--- src/rtl/mlp_step_sequencer_if.sv ---
// mlp_step_sequencer_if
//
// Groups the frame/step/result signals between the MLP step sequencer and
// the stages around it (UART RX/TX, weight/bias loaders, FC layers).
//
// Signals:
//   frame_valid   RX -> seq   input buffer holds a complete frame
//   frame_ready   seq -> RX   sequencer idle, can accept a frame
//   step_start    seq -> stg  one-hot single-cycle start pulse per stage
//   step_done     stg -> seq  per-stage done (level or pulse)
//   step_idx      seq -> obs  index of current or last issued step
//   capture       seq -> regs strobe to latch inter-layer outputs
//   result_valid  seq -> TX   final layer output is stable
//   result_ready  TX -> seq   TX has taken the result
//   busy          seq -> obs  frame in progress
//   error         seq -> obs  watchdog expired (sticky until abort/rst)
//   err_step      seq -> obs  step index that timed out
//   abort         ctl -> seq  return to idle from any state
//   frame_count   seq -> obs  completed frames (wrapping)
//
// master: the sequencer.  slave: the environment around it.
interface mlp_step_sequencer_if #(
  parameter int unsigned NUM_STEPS = 9
);
  logic                 frame_valid;
  logic                 frame_ready;
  logic [NUM_STEPS-1:0] step_start;
  logic [NUM_STEPS-1:0] step_done;
  logic [3:0]           step_idx;
  logic                 capture;
  logic                 result_valid;
  logic                 result_ready;
  logic                 busy;
  logic                 error;
  logic [3:0]           err_step;
  logic                 abort;
  logic [15:0]          frame_count;

  modport master (
    input  frame_valid, step_done, result_ready, abort,
    output frame_ready, step_start, step_idx, capture, result_valid,
           busy, error, err_step, frame_count
  );

  modport slave (
    output frame_valid, step_done, result_ready, abort,
    input  frame_ready, step_start, step_idx, capture, result_valid,
           busy, error, err_step, frame_count
  );
endinterface

--- src/rtl/mlp_step_sequencer.sv ---
// mlp_step_sequencer
//
// Frame-level scheduler for the MLP inference chain. On frame_valid it fires
// each stage in turn with a one-cycle start pulse, waits for a fresh rising
// edge of that stage's done, optionally strobes capture, and finally holds
// result_valid until the TX stage takes it. A per-step watchdog parks the
// FSM in ERROR; abort returns to IDLE from anywhere.
//
// Ports:
//   clk_100MHz  system clock (rising edge)
//   rst         synchronous active-high reset
//   bus         mlp_step_sequencer_if.master (see interface for signal list)
//
// Every output is a flop whose next value is derived from the next state, so
// no input reaches an output combinationally.
module mlp_step_sequencer #(
  parameter int unsigned          NUM_STEPS    = 9,
  parameter logic [NUM_STEPS-1:0] CAPTURE_MASK = 9'b000100000,
  parameter logic [23:0]          TIMEOUT      = 24'd10_000_000
) (
  input logic                  clk_100MHz,
  input logic                  rst,
  mlp_step_sequencer_if.master bus
);

  typedef enum logic [2:0] {
    S_IDLE,
    S_ISSUE,
    S_WAIT,
    S_RESULT,
    S_ERROR
  } state_t;

  state_t               state_q, state_d;
  logic [3:0]           step_idx_q, step_idx_d;
  logic [NUM_STEPS-1:0] step_start_q, step_start_d;
  logic                 capture_q, capture_d;
  logic                 result_valid_q, result_valid_d;
  logic                 frame_ready_q, frame_ready_d;
  logic                 busy_q, busy_d;
  logic                 error_q, error_d;
  logic [3:0]           err_step_q, err_step_d;
  logic [15:0]          frame_count_q, frame_count_d;
  logic [NUM_STEPS-1:0] done_q, done_d;
  logic [23:0]          timer_q, timer_d;

  logic [NUM_STEPS-1:0] cur_onehot;
  logic [NUM_STEPS-1:0] done_rise;
  logic                 step_fire;
  logic                 last_step;
  logic                 cap_sel;
  logic                 expire;

  always_comb begin
    cur_onehot = NUM_STEPS'(1) << step_idx_q;
    // Only a 0->1 transition counts; a done already high on entry never fires.
    done_rise  = bus.step_done & ~done_q;
    step_fire  = |(done_rise & cur_onehot);
    last_step  = (step_idx_q == 4'(NUM_STEPS - 1));
    cap_sel    = |(CAPTURE_MASK & cur_onehot);
    expire     = (TIMEOUT != 24'd0) && (timer_q == (TIMEOUT - 24'd1));
  end

  always_comb begin
    state_d        = state_q;
    step_idx_d     = step_idx_q;
    capture_d      = 1'b0;
    result_valid_d = result_valid_q;
    error_d        = error_q;
    err_step_d     = err_step_q;
    frame_count_d  = frame_count_q;
    done_d         = bus.step_done;
    timer_d        = timer_q;
    step_start_d   = '0;
    frame_ready_d  = 1'b0;
    busy_d         = 1'b0;

    unique case (state_q)
      S_IDLE: begin
        if (bus.frame_valid) begin
          state_d    = S_ISSUE;
          step_idx_d = 4'd0;
        end
      end
      S_ISSUE: begin
        timer_d = 24'd0;
        state_d = S_WAIT;
      end
      S_WAIT: begin
        // Completion is checked before expiry so a done on the last timer
        // cycle still counts.
        if (step_fire) begin
          capture_d = cap_sel;
          if (last_step) begin
            state_d        = S_RESULT;
            result_valid_d = 1'b1;
            frame_count_d  = frame_count_q + 16'd1;
          end else begin
            state_d    = S_ISSUE;
            step_idx_d = step_idx_q + 4'd1;
          end
        end else if (expire) begin
          state_d    = S_ERROR;
          error_d    = 1'b1;
          err_step_d = step_idx_q;
        end else begin
          timer_d = timer_q + 24'd1;
        end
      end
      S_RESULT: begin
        if (bus.result_ready) begin
          state_d        = S_IDLE;
          result_valid_d = 1'b0;
        end
      end
      S_ERROR: begin
        state_d = S_ERROR;
      end
      default: state_d = S_IDLE;
    endcase

    // abort overrides whatever the state logic decided this cycle; a stage
    // already running keeps going and its late done is simply ignored.
    if (bus.abort) begin
      state_d        = S_IDLE;
      capture_d      = 1'b0;
      result_valid_d = 1'b0;
      error_d        = 1'b0;
      err_step_d     = 4'd0;
      timer_d        = 24'd0;
      step_idx_d     = step_idx_q;
      frame_count_d  = frame_count_q;
    end

    if (state_d == S_ISSUE) begin
      step_start_d = NUM_STEPS'(1) << step_idx_d;
    end
    frame_ready_d = (state_d == S_IDLE);
    busy_d        = (state_d == S_ISSUE) || (state_d == S_WAIT) ||
                    (state_d == S_RESULT);
  end

  always_ff @(posedge clk_100MHz) begin
    if (rst) begin
      state_q        <= S_IDLE;
      step_idx_q     <= 4'd0;
      step_start_q   <= '0;
      capture_q      <= 1'b0;
      result_valid_q <= 1'b0;
      frame_ready_q  <= 1'b1;
      busy_q         <= 1'b0;
      error_q        <= 1'b0;
      err_step_q     <= 4'd0;
      frame_count_q  <= 16'd0;
      done_q         <= '0;
      timer_q        <= 24'd0;
    end else begin
      state_q        <= state_d;
      step_idx_q     <= step_idx_d;
      step_start_q   <= step_start_d;
      capture_q      <= capture_d;
      result_valid_q <= result_valid_d;
      frame_ready_q  <= frame_ready_d;
      busy_q         <= busy_d;
      error_q        <= error_d;
      err_step_q     <= err_step_d;
      frame_count_q  <= frame_count_d;
      done_q         <= done_d;
      timer_q        <= timer_d;
    end
  end

  assign bus.frame_ready  = frame_ready_q;
  assign bus.step_start   = step_start_q;
  assign bus.step_idx     = step_idx_q;
  assign bus.capture      = capture_q;
  assign bus.result_valid = result_valid_q;
  assign bus.busy         = busy_q;
  assign bus.error        = error_q;
  assign bus.err_step     = err_step_q;
  assign bus.frame_count  = frame_count_q;

endmodule

--- src/flat_wrapper.sv ---
// flat-port wrapper written by rule: the top's interface ports become plain ports
module mlp_step_sequencer_flat 
#(
  parameter int unsigned          NUM_STEPS    = 9,
  parameter logic [NUM_STEPS-1:0] CAPTURE_MASK = 9'b000100000,
  parameter logic [23:0]          TIMEOUT      = 24'd10_000_000
)
  (clk_100MHz, rst, bus_frame_valid, bus_step_done, bus_result_ready, bus_abort, bus_frame_ready, bus_step_start, bus_step_idx, bus_capture, bus_result_valid, bus_busy, bus_error, bus_err_step, bus_frame_count);
  mlp_step_sequencer_if #(.NUM_STEPS(NUM_STEPS)) bus_i ();
  input logic clk_100MHz;
  input logic rst;
  input wire logic [$bits(bus_i.frame_valid)-1:0] bus_frame_valid;
  input wire logic [$bits(bus_i.step_done)-1:0] bus_step_done;
  input wire logic [$bits(bus_i.result_ready)-1:0] bus_result_ready;
  input wire logic [$bits(bus_i.abort)-1:0] bus_abort;
  output wire logic [$bits(bus_i.frame_ready)-1:0] bus_frame_ready;
  output wire logic [$bits(bus_i.step_start)-1:0] bus_step_start;
  output wire logic [$bits(bus_i.step_idx)-1:0] bus_step_idx;
  output wire logic [$bits(bus_i.capture)-1:0] bus_capture;
  output wire logic [$bits(bus_i.result_valid)-1:0] bus_result_valid;
  output wire logic [$bits(bus_i.busy)-1:0] bus_busy;
  output wire logic [$bits(bus_i.error)-1:0] bus_error;
  output wire logic [$bits(bus_i.err_step)-1:0] bus_err_step;
  output wire logic [$bits(bus_i.frame_count)-1:0] bus_frame_count;
  assign bus_i.frame_valid = bus_frame_valid;
  assign bus_i.step_done = bus_step_done;
  assign bus_i.result_ready = bus_result_ready;
  assign bus_i.abort = bus_abort;
  assign bus_frame_ready = bus_i.frame_ready;
  assign bus_step_start = bus_i.step_start;
  assign bus_step_idx = bus_i.step_idx;
  assign bus_capture = bus_i.capture;
  assign bus_result_valid = bus_i.result_valid;
  assign bus_busy = bus_i.busy;
  assign bus_error = bus_i.error;
  assign bus_err_step = bus_i.err_step;
  assign bus_frame_count = bus_i.frame_count;
  mlp_step_sequencer #(.NUM_STEPS(NUM_STEPS), .CAPTURE_MASK(CAPTURE_MASK), .TIMEOUT(TIMEOUT)) u_core (.clk_100MHz(clk_100MHz), .rst(rst), .bus(bus_i));
endmodule
--- config.mk ---
export PLATFORM = sky130hd
export DESIGN_NAME = mlp_step_sequencer_flat
export DESIGN_NICKNAME = d
export VERILOG_FILES = /design/src/rtl/mlp_step_sequencer_if.sv /design/src/rtl/mlp_step_sequencer.sv /design/src/flat_wrapper.sv
export SDC_FILE = /design/constraint.sdc
export NUM_CORES = 1
export LEC_CHECK = 0
export ABC_CLOCK_PERIOD_IN_PS = 2700
export BUFFER_PORTS_ARGS = -buffer_cell sky130_fd_sc_hd__buf_4
export CAP_MARGIN = 20
export CORE_MARGIN = 2
export CORE_UTILIZATION = 55
export DETAILED_ROUTE_END_ITERATION = 10
export GPL_TIMING_DRIVEN = 0
export PLACE_DENSITY = 0.88
export SETUP_SLACK_MARGIN = 0.02
export SLEW_MARGIN = 20
export SYNTH_ARGS = -nofsm -noshare
export SYNTH_HDL_FRONTEND = slang
export SYNTH_SLANG_ARGS = --single-unit
--- constraint.sdc ---
create_clock -name clk_100MHz -period 2.7 [get_ports clk_100MHz]
set_input_delay 0.27 -clock clk_100MHz [delete_from_list [all_inputs] [get_ports clk_100MHz]]
set_output_delay 0.27 -clock clk_100MHz [all_outputs]
set_load 0.02 [all_outputs]
# After elaboration in Yosys (flattened, before gate mapping)

Cells that the tools add are included.
Widths: inputs -> output; s select.

ROM bits: 0
Logic and storage cells: 71
Bits of input ports: 14
Bits in writable memories: 0
Bits in registers: 74
Memories: 0
Latch bits: 0

Order comparisons: 0
Div/mod/pow operators: 0
$add $sub $neg: 3
Multipliers: 0
Eq/ne operators: 14
Shift operators: 2
Muxes and demuxes: 19
Reductions and logical operators: 14
Bitwise logic cells: 7

Operators by type and width:

| kind                  | count |
|---|---|
| $mux 24               | 2 |
| $pmux 24 s2           | 1 |
| $add 24x1->24 const B | 1 |
| $eq 24x24->1 const B  | 1 |
| $and 9x9->9           | 2 |
| $shl 1x4->9 const A   | 2 |
| $add 16x1->16 const B | 1 |
| $mux 4                | 4 |
| $mux 3                | 5 |
| $pmux 3 s5            | 1 |
| $eq 3x2->1 const B    | 4 |
| $not 9->9             | 1 |
| $reduce_or 9->1       | 1 |
| $pmux 4 s2            | 1 |
| $reduce_and 4->1      | 2 |
| $eq 3x1->1 const B    | 2 |
| $logic_not 3->1       | 2 |
| $ne 2x2->1 const B    | 3 |
| $reduce_and 3->1      | 2 |
| $add 4x1->4 const B   | 1 |
| $eq 4x4->1 const B    | 1 |
| $ne 2x1->1 const B    | 2 |
| $not 1->1             | 4 |
| $reduce_bool 2->1     | 2 |
| other kinds (7)       | 11 |

# Depth between registers and ports, before layout

Depth after elaboration: 10
Mapped depth: 10
Gate-level depth less buffers: 10

# Worst setup path before layout

No wires, ideal clock.

Path type: register -> register
From: register u_core.step_idx_q[0], in the netlist u_core.bus.step_idx[0]
To: register u_core.timer_q[20]
Path buffers: 1
Cell stages (with the launch flop): 10
Path slack: 0.283 ns
Data arrival time: 2.347 ns
Period minus slack after synthesis: 2.417 ns
Cell sequence: dfxtp_1 > ha_1 > ha_1 > nand4bb_1 > o311ai_4 > nor3_4 > a31oi_4 > buf_6 > or4_1 > a21oi_1

Longest elaborated chain between the ends: 5

RTL lines:

| what                              | line                      | source |
|---|---|---|
| start: declaration                | mlp_step_sequencer.sv:35  | `logic [3:0] step_idx_q, step_idx_d;` |
| start signal: assignment          | mlp_step_sequencer.sv:159 | `step_idx_q <= step_idx_d;` |
| $shl 1x4->9                       | mlp_step_sequencer.sv:55  | `cur_onehot = NUM_STEPS'(1) << step_idx_q;` |
| $and 9x9->9                       | mlp_step_sequencer.sv:58  | `step_fire = \|(done_rise & cur_onehot);` |
| $reduce_or 9->1                   | mlp_step_sequencer.sv:58  |  |
| $ne 2x2->1 (no source line)       | -                         |  |
| $reduce_and 3->1 (no source line) | -                         |  |
| end signal: assignment            | mlp_step_sequencer.sv:169 | `timer_q <= timer_d;` |
| end: declaration                  | mlp_step_sequencer.sv:45  | `logic [23:0] timer_q, timer_d;` |

No other way between the ends.
A chain may end at the register's enable or synchronous reset.

# Worst setup path after layout

From: register u_core.step_idx_q[0], in the netlist u_core.bus.step_idx[0]
To: register u_core.timer_q[4]

Same word-level chain as after synthesis.

==> impl_metrics.tcl <==
set metrics [dict create \
    status "complete, no violations" \
    routed-via-count 3246 \
    layout_commonest_cell "dfxtp_1" \
    cts.reportedPaths.clkPinSlew_ns 0.08 \
    drc_errors 0 \
    combPwrFrac_pct 5.4 \
    worstPathRequired_ns 2.98 \
    finalSetupViolations 0 \
    seqPwrFrac_pct 51.1 \
    drt_iter0_markers 169 \
    track_usage_pct 23.7 \
    synth-edff-count 0 \
    dr.pass1.iters 5 \
    die_x_um 83.3 \
    nets 482 \
    finalNonFillerCells 540 \
    overflow 0 \
    insertion_delay_ns 0.36 \
    cts_buffer_depth 2 \
    crit_chain "inv_1, ha_1, nand3b_1, a211oi_2, nor3_4, a31oi_4, buf_6, buf_2, o21ai_0, a21oi_1" \
    cts-buffers-inserted 9 \
    grt_max_degree 14 \
    synthToLayoutAreaGrowth_pct 21.4 \
    yosys_warnings 0 \
    synth-async-reset-ratio_pct 0 \
    max_freq_mhz 395 \
    fin_skew_ns 0.00596 \
    grt_setup_unrepaired "yes" \
    hold_path_class "primary input to flip-flop" \
    place_congestion 0.910 \
    yosys_register_bits 74 \
    fin_crit_ns 2.53 \
    critPathMaxStageDelay_ns 0.50 \
    core_area_um2 5990 \
    cpLargestDelayFamily "compound AO/OA/AOI/OAI gates" \
    hold_ws_ns 0.140 \
    ys.flop_type "dfxtp_1" \
    yosysUniqueCellTypes 56 \
    period_share_pct 93.8 \
    max_slew_margin_pct 56.0 \
    max-vdd-ir-drop_mv 0.356 \
    wl_per_cell_um 15.5 \
    initial_core_util_pct 57.8 \
    p_switching_uw 502 \
    ant_nets 0 \
    grtUsageMet2_pct 42.3 \
    critPathMaxFanout 10 \
    syn_area_per_cell_um2 8.72 \
    start_kind "flip-flop" \
    met3_usage_pct 6.06 \
    pwr-share-clk_pct 43.5 \
    path_class "flip-flop to flip-flop" \
    final_area_um2 4200 \
    finalWirelength_um 8380 \
    dieArea_um2 6940 \
    tritoncts "built" \
    setup_tns_ns 0 \
    fillers 461 \
    finalHoldViolCount 0 \
    final_util_pct 70.1 \
    busiest_layer "met2" \
    p_leak_nw 1.50 \
    tightest_slew_ns 0.654 \
    total_power_mw 2.17 \
    yosysSeqAreaShare_pct 42.8 \
    die_y_um 83.3 \
    internal_power_mw 1.66 \
    num_io_pins 52 \
    post-place-ws_ns 0.00666 \
    final_max_slew_viol_count 0 \
    root_buffer "clkbuf_8" \
    synth_nets 419 \
    placementRows 28 \
    post-dp-hpwl_um 5990 \
    use_met1_pct 26.0 \
    critPathArrivalTime_ns 2.81 \
    dp_cells 523 \
    grt_pass1_wl_um 13500 \
    clock-sinks 74 \
    antenna_found_initial 0 \
    slowest_stage "a211oi_2" \
    htree_levels 3 \
    final.setup.worst_slack_ns 0.167 \
    cp-end-kind "flip-flop" \
    via_per_inst 6.01 \
    synth.cell_area_um2 3460 \
    io_buffers 51 \
    p_sw_share_pct 23.2 \
    place_area_um2 3940 \
    grt_pass1_vias 3057 \
    crit_buf_inv 3 \
    drive_gt1_share_pct 20.0 \
    antennaDiodeCount 0 \
    syn_inst 397 \
    drv_cap 0 \
    final_cell_mix "dfxtp_1 (71), buf_4 (52), nor2_1 (43), a21oi_1 (32), nand2_1 (31)" \
    p_per_area_nw_per_um2 516 \
    hold_buffers 0 \
]
## logic make-up (layout without fill, tap and decap cells)
family,count (synthesis),count (layout),share of synthesized area (%)
compound gates,78,78,15.2
simple gates,192,192,31.1
flops,74,74,42.8
fa+ha+maj,8,8,2.89
xor+xnor,13,13,3.29
mux,5,5,1.48
buf+inv,27,95,3.25
## worst register-to-register path, cell delays in order, from the launching register on
cell	delay [ns]
dfxtp_2	0.39
inv_1	0.10
ha_1	0.20
nand3b_1	0.12
a211oi_2	0.50
nor3_4	0.13
a31oi_4	0.31
buf_6	0.18
buf_2	0.25
o21ai_0	0.13
a21oi_1	0.15
## registers in the layout, indices dropped and copies added (netlist names)
register and flops:
u_core.done_q 9, u_core.bus.frame_ready 1, u_core.bus.err_step 4, u_core.bus.frame_count 16, u_core.bus.capture 1, u_core.bus.step_start 9
u_core.bus.busy 1, u_core.timer_q 24, u_core.bus.result_valid 1, u_core.bus.step_idx 4, u_core.state_q 3, u_core.bus.error 1
## per-layer routing
metal / part of all wire, % / wire (um) / up-vias
met5: 0 / 0 / -
met4: 3.2 / 271 / 0
met3: 5.0 / 417 / 32
met2: 50 / 4220 / 109
met1: 41 / 3460 / 1530
li1: - / - / 1575
## layout make-up
cell class	count	area [um^2]	area share (%)
sequential	74	1490	35.4
clock inverter	7	93.8	2.23
inverter	12	45.0	1.07
timing repair buffer	52	390	9.29
tap	75	93.8	2.23
multi-input combinational	296	1900	45.2
buffer	15	68.8	1.64
clock buffer	9	124	2.95
## power groups by stage
stage | Clock, mW | Combinational (mW) | Sequential (mW)
2_1_floorplan | 0 | 0.0656 | 1.13
5_1_grt | 1.01 | 0.125 | 1.11
4_1_cts | 0.957 | 0.113 | 1.11
3_5_place_dp | 0 | 0.111 | 1.13
3_3_place_gp | 0 | 0.109 | 1.13
6_report | 0.943 | 0.117 | 1.11
## synthesized netlist by cell type, drive strengths merged, types with 4 or more instances
master	instances	area [um^2]
buf	6	33.8
nand4	7	43.8
clkbuf	9	33.8
o21ai	15	75.1
xor2	7	61.3
dfxtp	74	1480
nor3	14	81.3
a21oi	32	160
and4	7	61.3
nor2	44	168
nand3b	6	45.0
mux2i	4	40.0
o31ai	15	113
nor4	4	31.3
nor2b	11	68.8
inv	12	45.0
ha	8	100
xnor2	6	52.6
nand3	19	95.1
or3	14	87.6
nand2	31	116
and3	4	25.0
and2	5	31.3
or4	12	90.1
## path summary, 6_finish.rpt
check                               from                 end  slack (ns)  depth (start not counted)
hold reg to reg       u_core.timer_q[20]  u_core.timer_q[20]        0.49                          2
setup reg to reg  u_core.bus.step_idx[0]   u_core.timer_q[4]        0.17                         10
setup / recovery  u_core.bus.step_idx[0]   u_core.timer_q[4]        0.17                         10
hold / removal          bus_step_done[0]    u_core.done_q[0]        0.14                          2
## repair_timing
| item | in CTS | in global routing |
|---|---|---|
| setup buffers | 0 | 1 |
| pin swaps | 0 | 1 |
| gates resized for setup | 1 | 9 |
| endpoints found under the setup margin | 3 | 39 |
Note: power is estimated with default switching activity, not from simulation.
